$ cat src/rtl/slot_arbiter.sv
// slot_arbiter: round-robin arbiter that hands out a single resource in
// time slots. Each slot ends on release, on a holder request drop, or when
// the per-grant slice length expires; every slot end is followed by one
// idle GAP cycle before the next arbitration.
module slot_arbiter #(
  parameter int unsigned NREQ = 4,
  parameter int unsigned CW   = 16
) (
  input  logic                     i_clk,
  input  logic                     i_rst,
  input  logic [NREQ-1:0]          i_req,
  input  logic                     i_release,
  input  logic [CW-1:0]            i_slice,
  output logic [NREQ-1:0]          o_gnt,
  output logic [$clog2(NREQ)-1:0]  o_gnt_id,
  output logic                     o_busy,
  output logic [CW-1:0]            o_count,
  output logic                     o_timeout
);

  localparam int unsigned IW = $clog2(NREQ);
  localparam int unsigned SW = IW + 1;

  typedef enum logic [1:0] {
    S_IDLE  = 2'd0,
    S_GRANT = 2'd1,
    S_GAP   = 2'd2
  } state_e;

  state_e          state_q;
  state_e          state_d;

  logic [IW-1:0]   ptr_q;
  logic [IW-1:0]   ptr_d;
  logic [CW-1:0]   slice_q;
  logic [CW-1:0]   slice_d;

  logic [NREQ-1:0] gnt_d;
  logic [IW-1:0]   gnt_id_d;
  logic            busy_d;
  logic [CW-1:0]   count_d;
  logic            timeout_d;

  logic            found;
  logic [IW-1:0]   pick;
  logic [SW-1:0]   sum;
  logic [IW-1:0]   idx;

  logic            holder_req;
  logic            expired;
  logic            slot_end;
  logic [CW-1:0]   count_inc;

  // State register
  always_ff @(posedge i_clk) begin
    if (i_rst) begin
      state_q <= S_IDLE;
    end else begin
      state_q <= state_d;
    end
  end

  // Rotating search: first set request at or above ptr, wrapping modulo NREQ
  always_comb begin
    found = 1'b0;
    pick  = '0;
    sum   = '0;
    idx   = '0;
    for (int unsigned i = 0; i < NREQ; i++) begin
      sum = {1'b0, ptr_q} + SW'(i);
      if (sum >= SW'(NREQ)) begin
        sum = sum - SW'(NREQ);
      end
      idx = sum[IW-1:0];
      if (!found && i_req[idx]) begin
        found = 1'b1;
        pick  = idx;
      end
    end
  end

  // Slot termination conditions for the current holder
  always_comb begin
    holder_req = i_req[o_gnt_id];
    expired    = (slice_q != '0) && (o_count == slice_q);
    slot_end   = !holder_req || i_release || expired;
    count_inc  = o_count + CW'(1);
    if (count_inc == '0) begin
      count_inc = CW'(1);
    end
  end

  // Next-state logic
  always_comb begin
    state_d = state_q;
    case (state_q)
      S_IDLE, S_GAP: state_d = found ? S_GRANT : S_IDLE;
      S_GRANT:       state_d = slot_end ? S_GAP : S_GRANT;
      default:       state_d = S_IDLE;
    endcase
  end

  // Next values for the registered outputs and slot bookkeeping
  always_comb begin
    gnt_d     = '0;
    gnt_id_d  = '0;
    busy_d    = 1'b0;
    count_d   = '0;
    timeout_d = 1'b0;
    ptr_d     = ptr_q;
    slice_d   = slice_q;
    case (state_q)
      S_IDLE, S_GAP: begin
        if (found) begin
          gnt_d    = NREQ'(1) << pick;
          gnt_id_d = pick;
          busy_d   = 1'b1;
          count_d  = CW'(1);
          slice_d  = i_slice;
          ptr_d    = (pick == IW'(NREQ - 1)) ? '0 : pick + IW'(1);
        end
      end
      S_GRANT: begin
        if (slot_end) begin
          // Timeout only when expiry is the sole reason the slot ended
          timeout_d = expired && holder_req && !i_release;
        end else begin
          gnt_d    = o_gnt;
          gnt_id_d = o_gnt_id;
          busy_d   = 1'b1;
          count_d  = count_inc;
        end
      end
      default: ;
    endcase
  end

  // Output and bookkeeping registers
  always_ff @(posedge i_clk) begin
    if (i_rst) begin
      o_gnt     <= '0;
      o_gnt_id  <= '0;
      o_busy    <= 1'b0;
      o_count   <= '0;
      o_timeout <= 1'b0;
      ptr_q     <= '0;
      slice_q   <= '0;
    end else begin
      o_gnt     <= gnt_d;
      o_gnt_id  <= gnt_id_d;
      o_busy    <= busy_d;
      o_count   <= count_d;
      o_timeout <= timeout_d;
      ptr_q     <= ptr_d;
      slice_q   <= slice_d;
    end
  end

endmodule

$ cat config.mk
export PLATFORM = sky130hd
export DESIGN_NAME = slot_arbiter
export DESIGN_NICKNAME = d
export VERILOG_FILES = /design/src/rtl/slot_arbiter.sv
export SDC_FILE = /design/constraint.sdc
export NUM_CORES = 1
export LEC_CHECK = 0
export ABC_AREA = 0
export BUFFER_PORTS_ARGS = -buffer_cell sky130_fd_sc_hd__buf_2
export CAP_MARGIN = 20
export CORE_UTILIZATION = 59
export DETAILED_ROUTE_END_ITERATION = 6
export GPL_ROUTABILITY_DRIVEN = 0
export HOLD_SLACK_MARGIN = 0.1
export PLACE_DENSITY = 0.92
export SYNTH_ARGS = -nofsm -noshare
export SYNTH_HDL_FRONTEND = slang
export SYNTH_SLANG_ARGS = --single-unit
$ cat constraint.sdc
create_clock -name i_clk -period 5.7 [get_ports i_clk]
set_input_delay 0.855 -clock i_clk [delete_from_list [all_inputs] [get_ports i_clk]]
set_output_delay 0.855 -clock i_clk [all_outputs]
set_load 0.01 [all_outputs]
==> metrics.csv <==
metric,value,unit
arrival,2900,ps
antenna_cells,0,
required,5870,ps
finalSetupViolCount,0,
dp_hpwl,3650,microns
power.density,237,nW/um^2
ys_seq_area_frac,0.368,
drv_slew,0,
via_per_inst,5.68,
fin_crit_sh,0.479,
hold_buffers,0,
die_x,65.0,microns
synth-edff-count,0,
period_minus_slack,2730,ps
path_clk_slew,80,ps
dp_slack,3030,ps
yosysWarnings,0,
netlist_area,2340,sq um
clkSinkCount,43,
synth_ff_type,dfxtp_1,
drcViolationCount,0,
grt_pass1_vias,1793,
critPathKind,flip-flop to flip-flop,
layout_common_cells,"buf_2, dfxtp_1, nand2_1, xnor2_1",
finalHoldViolations,0,
wl_per_cell,13.9,microns
rows,22,
multiInputGateArea,1340,sq um
path_max_fanout,10,
worst_path_max_delay_cell,and4_1,
drt-total-wl,4940,microns
synthTopCellsByArea,"dfxtp_1, xnor2_1, nand2_1",
layout_setup_ws,2970,ps
grt_start_max_net_pins,29,
worst_hold_slack,473,ps
leakage,1.00,nW
vdd_drop_max,189,uV
cts_inserted_buffers,5,
crit_buf_inv,0,
grt_pass1_wl,8230,microns
grt_overflow,0,
dieArea,4230,sq um
die_y,65.0,microns
start_kind,flip-flop,
clockBufferDepth,2,
regArea,861,sq um
clk_latency,300,ps
vias,2009,
synth.ff_latch_count,43,
antenna_found_initial,0,
nets,333,
post_cts_buffers,0,
status,"finished, final reports clean",
cp_top_family,simple AND/OR/NAND/NOR gates,
skew,4.68,ps
syn_to_final_growth,11.2,%
synth_top_area_cell,dfxtp_1,
pin_count,47,
tightest_slew,701,ps
htreeDepth,2,
core,3740,sq um
drv_cap,0,
utilization,0.696,
end_kind,flip-flop,
rsz0062_at_grt,no,
first_iter_violations,140,
gr-usage-all-layers,0.254,
initial_core_util,0.626,
nFillCells,320,
tns,0,ps
async_flop_share,0,
hp-class,flip-flop to flip-flop,
port_buffers,46,
fmax,366,MHz
antenna_left,0,
slew_headroom,0.530,
avgSynthCellArea,8.64,sq um
tritoncts,yes,
syn_inst,271,
cpPeakStageDelay,600,ps
post_cts_resized,0,
layout_commonest_cell,buf_2,
synth_nets,299,
worstPathCellList,ha_1 -> nand3_4 -> nor4_4 -> nand4_1 -> a221oi_2 -> and4_1 -> nor3b_2,
drive_above_1_share,0.239,
synthDistinctLibCells,44,
power,0.000618,W
clockRootBuffer,clkbuf_8,
first_pass_iters,4,
synth_top_area_share,0.368,
## cell families (layout without fill, tap and decap cells)
kind of cell / count (synthesis) / in the layout / share of synthesized area
AND/OR/NAND/NOR: 118 / 118 / 0.289
flip-flops: 43 / 43 / 0.368
buffers and inverters: 27 / 62 / 0.0609
AO/OA/AOI/OAI: 41 / 41 / 0.110
adder cells (fa/ha/maj): 5 / 5 / 0.0267
multiplexers: 4 / 4 / 0.0224
XOR/XNOR: 33 / 33 / 0.123
## state kept, by name, summed over array words and instances (netlist names)
| name | cells |
|---|---|
| o_count | 16 |
| slice_q | 16 |
| o_gnt | 4 |
| o_gnt_id | 2 |
| ptr_q | 2 |
| state_q | 2 |
| o_timeout | 1 |
## layout make-up
cell class | instances | area share
well taps | 48 | 0.0231
flip-flops and latches | 43 | 0.330
clock buffers | 7 | 0.0293
repair buffers | 47 | 0.0913
inverters | 7 | 0.0101
clock inverters | 1 | 0.00192
multi-input cells | 201 | 0.514
## through the flow
stage | instance area, sq um | cells
floorplan | 2340 | 271
global placement | 2520 | 346
detailed placement | 2520 | 346
CTS | 2610 | 354
global route | 2610 | 354
finish | 2610 | 354
## worst paths after layout
path | start | to | slack (ps) | cells past startpoint
max reg2reg | o_count[0] | o_count[10] | 2970 | 7
max | o_count[0] | o_count[10] | 2970 | 7
min | state_q[1] | state_q[1] | 470 | 1
min reg2reg | state_q[1] | state_q[1] | 470 | 1
## power breakdown
group          total (W)  internal [W]  switching, W
clock network   0.000188     0.0000860      0.000102
logic          0.0000942     0.0000419     0.0000523
registers       0.000336      0.000318     0.0000184
total           0.000618      0.000446      0.000172
## cell usage after synthesis, types with 2 or more instances
master	count
nand2b_1	3
ha_1	5
and4_1	2
buf_2	6
dfxtp_1	43
nor3_1	4
a21oi_1	22
nor3_2	8
a211oi_1	2
nor3b_1	2
buf_4	5
nand4_1	9
clkbuf_1	6
xnor2_1	26
a22oi_1	6
buf_6	2
o21ai_0	3
xor2_1	7
mux2i_1	3
nor2_1	22
nand3_4	2
nor3b_2	2
nand3_1	8
inv_1	7
nand2_1	41
nor4_1	5
or3_1	3
## per-layer routing
layer | global-route usage | routed length [microns]
met5 | 0 | 0
met2 | 0.434 | 2510
met3 | 0.0528 | 196
met4 | 0.106 | 104
met1 | 0.305 | 2130
Power figures use the tool's default switching activity.
